## src/rtl/ds1302_if.sv

```systemverilog
// DS1302 3-wire master: periodic clock-burst read of sec/min/hour plus
// single-register writes. Bits are sent and received LSB first, one bit per SCLK cell.
module ds1302_if #(
    parameter int unsigned CLK_DIV     = 50,
    parameter int unsigned CE_SETUP    = 200,
    parameter int unsigned POLL_CYCLES = 5_000_000
) (
    input  logic       clk,
    input  logic       rst_n,
    input  logic       wr_req,
    input  logic [4:0] wr_addr,
    input  logic [7:0] wr_data,
    output logic       wr_ack,
    output logic       busy,
    output logic [7:0] sec_bcd,
    output logic [7:0] min_bcd,
    output logic [7:0] hour_bcd,
    output logic       time_valid,
    output logic       time_upd,
    output logic       ds_ce,
    output logic       ds_sclk,
    output logic       ds_io_out,
    output logic       ds_io_oe,
    input  logic       ds_io_in
);

    localparam int unsigned CNT_MAX = (CE_SETUP > CLK_DIV) ? CE_SETUP : CLK_DIV;
    localparam int unsigned CW      = $clog2(CNT_MAX + 1);
    localparam int unsigned PW      = $clog2(POLL_CYCLES + 1);

    typedef enum logic [2:0] {IDLE, SETUP, CMD, WDATA, RDATA, HOLD, GAP, DONE} state_t;

    state_t          state_q, state_d;
    logic [CW-1:0]   cnt_q, cnt_d;
    logic [4:0]      bit_q, bit_d;
    logic            sclk_q, sclk_d;
    logic            ce_q, ce_d;
    logic            oe_q, oe_d;
    logic            wr_q, wr_d;
    logic [15:0]     tx_q, tx_d;
    logic [23:0]     rx_q, rx_d;
    logic [7:0]      sec_q, sec_d, min_q, min_d, hour_q, hour_d;
    logic            valid_q, valid_d;
    logic            upd_q, upd_d;
    logic [PW-1:0]   poll_cnt_q, poll_cnt_d;
    logic            poll_q, poll_d;
    logic            sync1_q, sync2_q;
    logic            poll_hit;

    assign poll_hit = (poll_cnt_q == PW'(POLL_CYCLES - 1));

    always_comb begin
        state_d    = state_q;
        cnt_d      = cnt_q;
        bit_d      = bit_q;
        sclk_d     = sclk_q;
        ce_d       = ce_q;
        oe_d       = oe_q;
        wr_d       = wr_q;
        tx_d       = tx_q;
        rx_d       = rx_q;
        sec_d      = sec_q;
        min_d      = min_q;
        hour_d     = hour_q;
        valid_d    = valid_q;
        upd_d      = 1'b0;
        poll_d     = poll_q;
        poll_cnt_d = poll_hit ? '0 : poll_cnt_q + PW'(1);

        case (state_q)
            IDLE: begin
                if (wr_req || poll_q) begin
                    state_d = SETUP;
                    cnt_d   = CW'(CE_SETUP - 1);
                    ce_d    = 1'b1;
                    oe_d    = 1'b1;
                    sclk_d  = 1'b0;
                    wr_d    = wr_req;
                    if (wr_req) begin
                        tx_d = {wr_data, 2'b10, wr_addr, 1'b0};
                    end else begin
                        tx_d   = {8'h00, 8'hBF};
                        poll_d = 1'b0;
                    end
                end
            end
            SETUP: begin
                if (cnt_q == '0) begin
                    state_d = CMD;
                    cnt_d   = CW'(CLK_DIV - 1);
                    bit_d   = '0;
                end else begin
                    cnt_d = cnt_q - CW'(1);
                end
            end
            CMD, WDATA, RDATA: begin
                if (cnt_q != '0) begin
                    cnt_d = cnt_q - CW'(1);
                end else begin
                    cnt_d = CW'(CLK_DIV - 1);
                    if (!sclk_q) begin
                        // last clk of the low phase: sample the slave's bit
                        sclk_d = 1'b1;
                        if (state_q == RDATA) rx_d = {sync2_q, rx_q[23:1]};
                    end else begin
                        sclk_d = 1'b0;
                        tx_d   = {1'b0, tx_q[15:1]};
                        bit_d  = bit_q + 5'd1;
                        if (state_q == CMD && bit_q == 5'd7) begin
                            state_d = wr_q ? WDATA : RDATA;
                            oe_d    = wr_q;
                        end
                        if ((state_q == WDATA && bit_q == 5'd15) ||
                            (state_q == RDATA && bit_q == 5'd31)) begin
                            state_d = HOLD;
                        end
                    end
                end
            end
            HOLD: begin
                if (cnt_q == '0) begin
                    state_d = GAP;
                    cnt_d   = CW'(CE_SETUP - 1);
                    ce_d    = 1'b0;
                    oe_d    = 1'b0;
                end else begin
                    cnt_d = cnt_q - CW'(1);
                end
            end
            GAP: begin
                if (cnt_q == '0) state_d = DONE;
                else             cnt_d   = cnt_q - CW'(1);
            end
            DONE: begin
                state_d = IDLE;
                if (!wr_q) begin
                    sec_d   = rx_q[7:0] & 8'h7F;
                    min_d   = rx_q[15:8];
                    hour_d  = rx_q[23:16] & 8'h3F;
                    valid_d = 1'b1;
                    upd_d   = 1'b1;
                end
            end
            default: state_d = IDLE;
        endcase

        if (poll_hit) poll_d = 1'b1;
    end

    always_ff @(posedge clk or negedge rst_n) begin
        if (!rst_n) begin
            state_q    <= IDLE;
            cnt_q      <= '0;
            bit_q      <= '0;
            sclk_q     <= 1'b0;
            ce_q       <= 1'b0;
            oe_q       <= 1'b0;
            wr_q       <= 1'b0;
            tx_q       <= '0;
            rx_q       <= '0;
            sec_q      <= '0;
            min_q      <= '0;
            hour_q     <= '0;
            valid_q    <= 1'b0;
            upd_q      <= 1'b0;
            poll_cnt_q <= '0;
            poll_q     <= 1'b1;
            sync1_q    <= 1'b0;
            sync2_q    <= 1'b0;
        end else begin
            state_q    <= state_d;
            cnt_q      <= cnt_d;
            bit_q      <= bit_d;
            sclk_q     <= sclk_d;
            ce_q       <= ce_d;
            oe_q       <= oe_d;
            wr_q       <= wr_d;
            tx_q       <= tx_d;
            rx_q       <= rx_d;
            sec_q      <= sec_d;
            min_q      <= min_d;
            hour_q     <= hour_d;
            valid_q    <= valid_d;
            upd_q      <= upd_d;
            poll_cnt_q <= poll_cnt_d;
            poll_q     <= poll_d;
            sync1_q    <= ds_io_in;
            sync2_q    <= sync1_q;
        end
    end

    assign ds_ce      = ce_q;
    assign ds_sclk    = sclk_q;
    assign ds_io_out  = tx_q[0];
    assign ds_io_oe   = oe_q;
    assign busy       = (state_q != IDLE);
    assign wr_ack     = (state_q == DONE) && wr_q;
    assign time_upd   = upd_q;
    assign time_valid = valid_q;
    assign sec_bcd    = sec_q;
    assign min_bcd    = min_q;
    assign hour_bcd   = hour_q;

endmodule

```

## config.mk

```make
export PLATFORM = sky130hd
export DESIGN_NAME = ds1302_if
export DESIGN_NICKNAME = d
export VERILOG_FILES = /design/src/rtl/ds1302_if.sv
export SDC_FILE = /design/constraint.sdc
export NUM_CORES = 1
export LEC_CHECK = 0
export BUFFER_PORTS_ARGS = -buffer_cell sky130_fd_sc_hd__buf_2
export CAP_MARGIN = 20
export CORE_MARGIN = 2
export CORE_UTILIZATION = 25
export CTS_CLUSTER_DIAMETER = 200
export DETAILED_ROUTE_END_ITERATION = 10
export GPL_ROUTABILITY_DRIVEN = 0
export GPL_TIMING_DRIVEN = 0
export PLACE_DENSITY = 0.46
export SYNTH_ARGS = -nofsm -noshare
export SYNTH_HDL_FRONTEND = slang
export SYNTH_SLANG_ARGS = --single-unit
```

## constraint.sdc

```tcl
create_clock -name clk -period 3.2 [get_ports clk]
set_input_delay 0.32 -clock clk [delete_from_list [all_inputs] [get_ports clk]]
set_output_delay 0.32 -clock clk [all_outputs]
set_load 0.01 [all_outputs]
```

; ---- Word-level counts from Yosys, hierarchy flattened
; Cells that the tools add are included.
[word_totals]
regBits = 109
[classes]
mux = 43
reduce_logical = 29
eq_ne = 21
n_bitwise = 3
addsub = 3
[ops]
columns = operator, n
row1 = two-way mux 16 bit, 4
row2 = two-way mux 8 bit, 5
row3 = case mux 8 bit (5 select lines), 1
row4 = case mux 16 bit (2 select lines), 1
row5 = two-way mux 3 bit, 9
row6 = "adder 23 x 1 -> 23 bit, second input constant", 1
row7 = "== test 23 bit, second input constant", 1
row8 = two-way mux 23 bit, 1
row9 = case mux 3 bit (6 select lines), 1
row10 = "inequality test 2 bit, second input constant", 8
row11 = two-way mux 5 bit, 3
row12 = two-way mux 1 bit, 14
row13 = "== test 3 bit, second input constant", 4
row14 = AND reduction 3 bit, 4
row15 = AND reduction 4 bit, 3
row16 = case mux 5 bit (2 select lines), 1
row17 = nonzero test 2 bit, 5
row18 = logical NOT 8 bit, 1
row19 = nonzero test 8 bit, 1
row20 = "subtractor 8 x 1 -> 8 bit, second input constant", 1
row21 = AND reduction 7 bit, 1
row22 = "== test 3 x 2 -> 1 bit, second input constant", 2
row23 = AND reduction 6 bit, 1
row24 = nonzero test 3 bit, 2
row25 = 16 further kinds, 24

; ---- Longest topological paths before layout
; Gate-level depths: netlist (run 1).
[depth]
depth_word = 7
ltp_mapped = 9
depth_no_buf = 8

; ---- Worst setup path after synthesis (run 1)
; Ideal clock, no wire load.
[synth_path]
kind = register to register
start = register cnt_q[0]
end = register rx_q[10]
path_stages_with_launch = 9
path_buffers = 2
period_less_slack_ns = 2.180
path_slack_ns = 1.020
arrival_ns = 2.055
path_cell_list = dfrtp_1 inv_1 ha_1 nor3b_2 nand2_4 or4_4 buf_6 buf_12 mux2_4
[synth_between]
elab_chain_cells = 3
[synth_lines]
columns = item, line_no
row1 = from (decl), 34  ; logic [CW-1:0] cnt_q, cnt_d;
row2 = from (signal assigned), 172  ; cnt_q <= cnt_d;
row3 = nonzero test 8 bit, 97  ; if (cnt_q != '0) begin
row4 = inverter 1 bit (no line), -
row5 = AND reduction 4 bit (no line), -
row6 = to (signal assigned), 179  ; rx_q <= rx_d;
row7 = to (decl), 41  ; logic [23:0] rx_q, rx_d;
; Every way passes these cells.
; A chain may end at the register's enable or synchronous reset.

; ---- Final worst setup path (run 1)
[layout_path]
start = register cnt_q[3]
end = register oe_q, in the netlist ds_io_oe
[layout_between]
elab_chain_cells = 3
word_cells_on_any_way = 5
cone_classes = 2 x eq/ne / 3 x reduce/logical
[layout_lines]
columns = item, line_no
row1 = nonzero test 8 bit / logical NOT 8 bit (equally long branches), "97, 121"
row2 = inequality test 2 bit (no line), -
row3 = AND reduction 6 bit (no line) *, -
row4 = to (signal assigned), 157  ; oe_q <= 1'b0;
row5 = to (signal assigned), 176  ; oe_q <= oe_d;
row6 = to (decl), 38  ; logic oe_q, oe_d;
; Mark *: on every way between the ends. The rest lies on a longest branch, timed or not.

==> results of run 1 <==
==> flip-flops by register name, summed over array words and instances (netlist names) <==
register,cells
bit_q,5
cnt_q,8
ds_ce,1
ds_io_oe,1
ds_sclk,1
hour_bcd,6
min_bcd,8
poll_cnt_q,23
poll_q,1
rx_q,24
sec_bcd,7
state_q,3
sync1_q,1
sync2_q,1
time_upd,1
time_valid,1
tx_q,16
wr_q,1
==> cell type report <==
cell class,count,area [um^2]
Fill cell,2190,14300
Sequential cell,109,2730
Multi-Input combinational cell,380,2330
Tap cell,270,338
Timing Repair Buffer,46,260
Clock buffer,9,225
Buffer,27,155
Clock inverter,7,65.1
Inverter,11,41.3
==> cell usage after synthesis (all sizes together) (8+ instances only) <==
master / number / area, um^2
nor2: 44 / 168
a21oi: 17 / 85.1
nand3: 24 / 120
xnor2: 8 / 70.1
dfrtp: 108 / 2700
clkbuf: 17 / 63.8
nor3: 14 / 70.1
inv: 10 / 37.5
nand2: 102 / 390
buf: 10 / 91.3
o21ai: 34 / 170
a31oi: 11 / 68.8
mux2: 27 / 379
xor2: 13 / 114
==> cell usage in the layout, fill, tap and decap left out, types with 3 or more instances in the layout <==
cell type    n
o21ai_0     34
or2_2        3
nand3_1     24
conb_1       3
ha_1         6
or3_1        3
inv_1       10
clkbuf_1    17
clkbuf_16    9
inv_8        4
dfrtp_1    108
buf_4        4
nor4_1       5
mux2_4      20
buf_2       45
a21oi_1     17
and3_1       5
nand2_1    101
xor2_1      13
nor2_1      43
nand2b_1     6
nor2b_1      3
nand3b_1     6
mux2_2       7
nor3_1      14
nand4_1      3
and4_1       3
mux2i_1      3
o211ai_1     6
xnor2_1      8
a31oi_1     11
o31ai_1      3
==> per-layer routing <==
metal | up-vias | global-route usage
met5 | - | 0
met4 | 0 | 0.0262
met3 | 14 | 0.0300
met2 | 59 | 0.178
met1 | 1901 | 0.155
li1 | 1933 | -
==> kinds of logic after synthesis <==
| group | after synthesis | synth area share |
|---|---|---|
| mux | 30 | 0.0780 |
| xor+xnor | 21 | 0.0351 |
| flops | 109 | 0.520 |
| simple gates | 233 | 0.212 |
| buf+inv | 38 | 0.0375 |
| fa+ha+maj | 6 | 0.0143 |
| other cells | 1 | 0.000715 |
| compound gates | 87 | 0.102 |
==> worst min path at each step <==
| stage | from | to | cells after the start | slack, ns |
|---|---|---|---|---|
| floorplan | rst_n | bit_q[0] | 0 | 0.02 |
| global placement | sync1_q | sync2_q | 0 | 0.40 |
| detailed placement | rst_n | cnt_q[2] | 1 | 0.37 |
| CTS | ds_io_in | sync1_q | 1 | 0.06 |
| global route | ds_io_in | sync1_q | 1 | 0.06 |
| finish | ds_io_in | sync1_q | 1 | 0.07 |
==> where the power goes <==
group | switching [mW] | total [mW] | leakage (nW) | internal (mW)
Combinational | 0.0382 | 0.0544 | 1.37 | 0.0162
Sequential | 0.000995 | 1.38 | 1.47 | 1.38
Clock | 0.568 | 1.12 | 0.139 | 0.550
Total | 0.608 | 2.55 | 2.98 | 1.94
==> critical path, cell delays in order, from the launching register on <==
cell and delay (ns):
dfrtp_1 0.47, or4_1 0.54, clkbuf_1 0.19, nor2_2 0.28, o21ai_0 0.13, a211oi_1 0.39, mux2_2 0.38
==> metrics by stage <==
step                 util  power, mW
floorplan               -       1.42
global placement    0.284       1.46
detailed placement  0.286       1.46
CTS                 0.301       2.61
global route        0.301       2.66
finish              0.301       2.55
==> impl_metrics.csv, run 1 <==
group,metric,value,unit
status,status,"finished, final reports clean",
layout,diodes,0,
power,peakVddDrop,0.223,mV
setup_path,cp_data_arrival_time,2.73,ns
timing,hold_viol_final,0,
setup_path,regToRegEndpoint,"ds_io_oe",
synth,ys_warn_count,0,
setup_path,reg2reg_slack,0.71,ns
timing,fin_crit_sh,0.777,
timing,drv_slew,0,
drt,wl,11800,um
drt,wl_met3,411,um
synth,synth_cell_types,62,
synth,synthArstFlopShare,1.00,
place,dp_cells,842,
timing,holdWs,0.0725,ns
layout,area_growth,17.1,%
layout,final-instance-count-excl-fill,859,
clocking,cts-root-buf,"clkbuf_16",
setup_path,worst-setup-path-type,"flip-flop to flip-flop",
clocking,cts_buffers,9,
place,pre_cts_ws,0.744,ns
die,initial_utilization,0.257,
timing,setup-tns-final,0,ns
setup_path,end_kind,"flip-flop",
clocking,cts-htree-levels,3,
synth,avgSynthCellArea,9.99,um^2
drt,vias_per_cell,4.55,
global_route,grt_pass1_vias,3891,
synth,synth_cells,525,
global_route,grt.overflow.total,0,
clocking,cts.repair.resized,0,
drt,ant_nets,0,
setup_path,worstPathMaxFanout,6,
synth,ys_seq_elements,109,
timing,rsz0062_at_grt,"false",
drt,top_layer_used,"met4",
power,powerDensity,415,mW/mm^2
clocking,clock_sinks,109,
setup_path,r2r_start,"cnt_q[3]",
synth,synth_edf_count,0,
global_route,grt_pass1_wl,20100,um
timing,fin_ws,0.715,ns
place,port_buffers,44,
drt,wl_per_cell,13.8,um
setup_path,start_kind,"flip-flop",
die,pin_count,49,
power,p_leak,2.98,nW
layout,final_area,0.00614,mm^2
timing,max_slew.worst_pin.slew,0.979,ns
timing,fmax,402,MHz
synth,ys_seq_area_frac,0.520,
setup_path,crit_required,3.44,ns
timing,period_needed,2.49,ns
drt,met2_length,5390,um
synth,syn-cell-area,0.00525,mm^2
synth,ys.flop_type,"dfrtp_1",
setup_path,startpoint,"cnt_q[3]",
clocking,tritoncts,"done",
place,dpl.hpwl,8410,um
drt,vias,3907,
clocking,clk_path_buf_depth,2,
drt,drc,0,
global_route,track_usage,0.113,
die,die_height,149,um
die,core-area,0.0204,mm^2
drt,drt-initial-drc-count,131,
setup_path,reg2regPathDepth,6,
timing,finalSetupViolCount,0,
layout,drive_gt1_frac,0.188,
clocking,clock_latency,0.36,ns
layout,final_nets,607,
drt,drt-met1-wl,5880,um
timing,fin_skew,0.00978,ns
die,rows,52,
drt,detail_route.first_pass.iterations,4,
timing,max-slew-margin-rel,0.341,
clocking,cts_setup_buffers,0,
global_route,antenna_found_initial,0,
worst_hold_path,min_path_type,"input pin to flip-flop",
clocking,path_clk_slew,0.08,ns
place,place_area,0.00584,mm^2
die,die-area,0.0222,mm^2
global_route,grt_max_degree,67,
die,die_w,149,um
clocking,ctsHoldBuffers,1,
flow_run,drv_cap,0,
setup_path,crit_path_end,"ds_io_oe",
(Power assumes the default switching activity.)
==> inputs of run 2 (changes only) <==
==> constraint.sdc (replaced) <==
create_clock -name clk -period 2.5 [get_ports clk]
set_input_delay 0.25 -clock clk [delete_from_list [all_inputs] [get_ports clk]]
set_output_delay 0.25 -clock clk [all_outputs]
set_load 0.01 [all_outputs]
==> run 2 against run 1 <==
Net effect:
- sequential share of layout area shrank 0.25 points
- register-to-register slack lost 0.63 ns
- first-iteration DRC count grew 19%
- hold slack gained 0.096 ns
- clock skew is essentially flat
- total power grew 28%
- clock power grew 28%
- non-clock buffer count grew 1
- combinational power grew 30%
- core utilization grew 0.17 points
- cell count grew 0.12%
- cell area grew 0.57%
- largest cell class unchanged
- highest routed layer unchanged
==> impl_metrics.csv, run 2 (synthesized netlist as in run 1, its figures left out) <==
group,metric,value,unit
clocking,clock_latency,0.36,ns
power,p_leak,3.01,nW
clocking,clock_sinks,109,
place,port_buffers,44,
place,dpl.hpwl,8410,um
global_route,grt_pass1_wl,20100,um
clocking,tritoncts,"done",
setup_path,worst-setup-path-type,"flip-flop to flip-flop",
worst_hold_path,min_path_type,"input pin to flip-flop",
layout,multi_input_area,0.00235,mm^2
layout,final_util,0.302,
clocking,cts-htree-levels,3,
place,pre_cts_ws,0.0438,ns
die,rows,52,
setup_path,crit_path_end,"ds_io_oe",
power,powerDensity,529,mW/mm^2
die,die-area,0.0222,mm^2
drt,wl,11800,um
power,peakVddDrop,0.286,mV
clocking,cts-root-buf,"clkbuf_16",
layout,layout_commonest_cell,"dfrtp_1",
layout,final_area,0.00618,mm^2
setup_path,reg2regPathDepth,6,
layout,final_nets,608,
setup_path,reg2reg_slack,0.09,ns
clocking,cts_buffers,9,
global_route,grt_pass1_vias,3900,
timing,drv_slew,0,
setup_path,crit_required,2.74,ns
drt,ant_nets,0,
clocking,path_clk_slew,0.08,ns
clocking,clk_path_buf_depth,2,
die,die_height,149,um
timing,rsz0062_at_grt,"true",
timing,holdWs,0.168,ns
layout,regMostFlops,"rx_q",
place,place_area,0.00584,mm^2
timing,max-slew-margin-rel,0.341,
setup_path,end_kind,"flip-flop",
setup_path,startpoint,"cnt_q[3]",
global_route,antenna_found_initial,0,
drt,drc,0,
layout,final_cell_mix,"108 x dfrtp_1, 101 x nand2_1, 45 x buf_2",
timing,fin_crit_sh,0.964,
layout,largest_reg_flops,24,
timing,finalSetupViolCount,0,
setup_path,r2r_start,"cnt_q[3]",
timing,fmax,415,MHz
global_route,grt_max_degree,67,
drt,wl_per_cell,13.7,um
timing,hold_viol_final,0,
die,pin_count,49,
layout,area_growth,17.7,%
flow_run,drv_cap,0,
global_route,grt.overflow.total,0,
layout,diodes,0,
die,core-area,0.0204,mm^2
layout,drive_gt1_frac,0.195,
timing,fin_skew,0.00977,ns
die,initial_utilization,0.257,
status,status,"finished, final reports clean",
drt,vias_per_cell,4.53,
layout,fill_cells,2189,
drt,vias,3898,
drt,detail_route.first_pass.iterations,4,
layout,reg_top3,"rx_q (24), poll_cnt_q (23), tx_q (16)",
setup_path,start_kind,"flip-flop",
setup_path,regToRegEndpoint,"ds_io_oe",
layout,seq_area,0.00273,mm^2
setup_path,cp_data_arrival_time,2.65,ns
global_route,track_usage,0.113,
drt,drt-initial-drc-count,156,
setup_path,worstPathMaxFanout,6,
timing,period_needed,2.41,ns
die,die_w,149,um
timing,max_slew.worst_pin.slew,0.979,ns
timing,setup-tns-final,0,ns
timing,fin_ws,0.0888,ns
==> run 2: changes by cell type in the layout (fill, tap and decap cells not counted) <==
| cell | delta |
|---|---|
| nor3_2 | +1 |
| a21boi_0 | -1 |
| a2bb2oi_1 | -1 |
| nor2_2 | -1 |
| clkbuf_1 | -1 |
| clkbuf_2 | +2 |
| a2bb2oi_2 | +1 |
| buf_1 | -1 |
| nor3b_4 | +1 |
| nor2_4 | +1 |
| a21boi_1 | +1 |
| nor3b_2 | -1 |
| nor3_1 | -1 |
| dlygate4sd3_1 | +1 |
==> run 2: where the power goes <==
part | internal, mW | total [mW] | leakage, nW | switching (mW)
combinational | 0.0218 | 0.0708 | 1.40 | 0.0490
sequential | 1.76 | 1.76 | 1.47 | 0.00128
clock | 0.704 | 1.43 | 0.139 | 0.728
total | 2.49 | 3.27 | 3.01 | 0.778
==> run 2: through the flow <==
step | power, mW | cells
after floorplan | 1.81 | 527
after CTS | 3.34 | 860
after detailed placement | 1.87 | 842
after global routing | 3.41 | 860
final | 3.27 | 860
after global placement | 1.87 | 841
==> run 2: metal layers <==
layer  GRT usage  share of wire  up-vias
met5           0              0        -
met4      0.0262          0.011        0
met3      0.0297          0.039       14
met2       0.178           0.46       71
met1       0.155           0.49     1881
li1            -              -     1932
==> run 2: cell type report <==
| cell class | count | area share |
|---|---|---|
| inverters | 11 | 0.00669 |
| clock buffers | 9 | 0.0365 |
| clock inverters | 7 | 0.0105 |
| well taps | 270 | 0.0547 |
| multi-input cells | 380 | 0.380 |
| repair buffers | 47 | 0.0438 |
| flip-flops and latches | 109 | 0.442 |
| plain buffers | 27 | 0.0255 |
==> run 2: timing repair <==
| action | in CTS | in global routing |
|---|---|---|
| endpoints found under the hold margin | 43 | 0 |
| setup endpoints to repair | 0 | 48 |
| gates resized for setup | 0 | 8 |
| hold buffers | 2 | 0 |
| buffers inserted | 0 | 0 |
==> run 2: critical path, stage by stage, from the launching register on <==
cell and delay, ns:
dfrtp_1 0.47, or4_1 0.54, clkbuf_1 0.20, nor2_4 0.21, o21ai_0 0.11, a211oi_1 0.39
mux2_2 0.38
==> run 2: worst min-delay path by stage <==
stage | endpoint | slack [ns] | cells after the start | from
floorplan | bit_q[0] | -0.05 | 0 | rst_n
global placement | sync1_q | 0.37 | 1 | ds_io_in
detailed placement | cnt_q[2] | 0.30 | 1 | rst_n
CTS | tx_q[14] | 0.16 | 3 | wr_data[6]
global route | tx_q[13] | 0.16 | 3 | wr_data[5]
finish | tx_q[14] | 0.17 | 3 | wr_data[6]
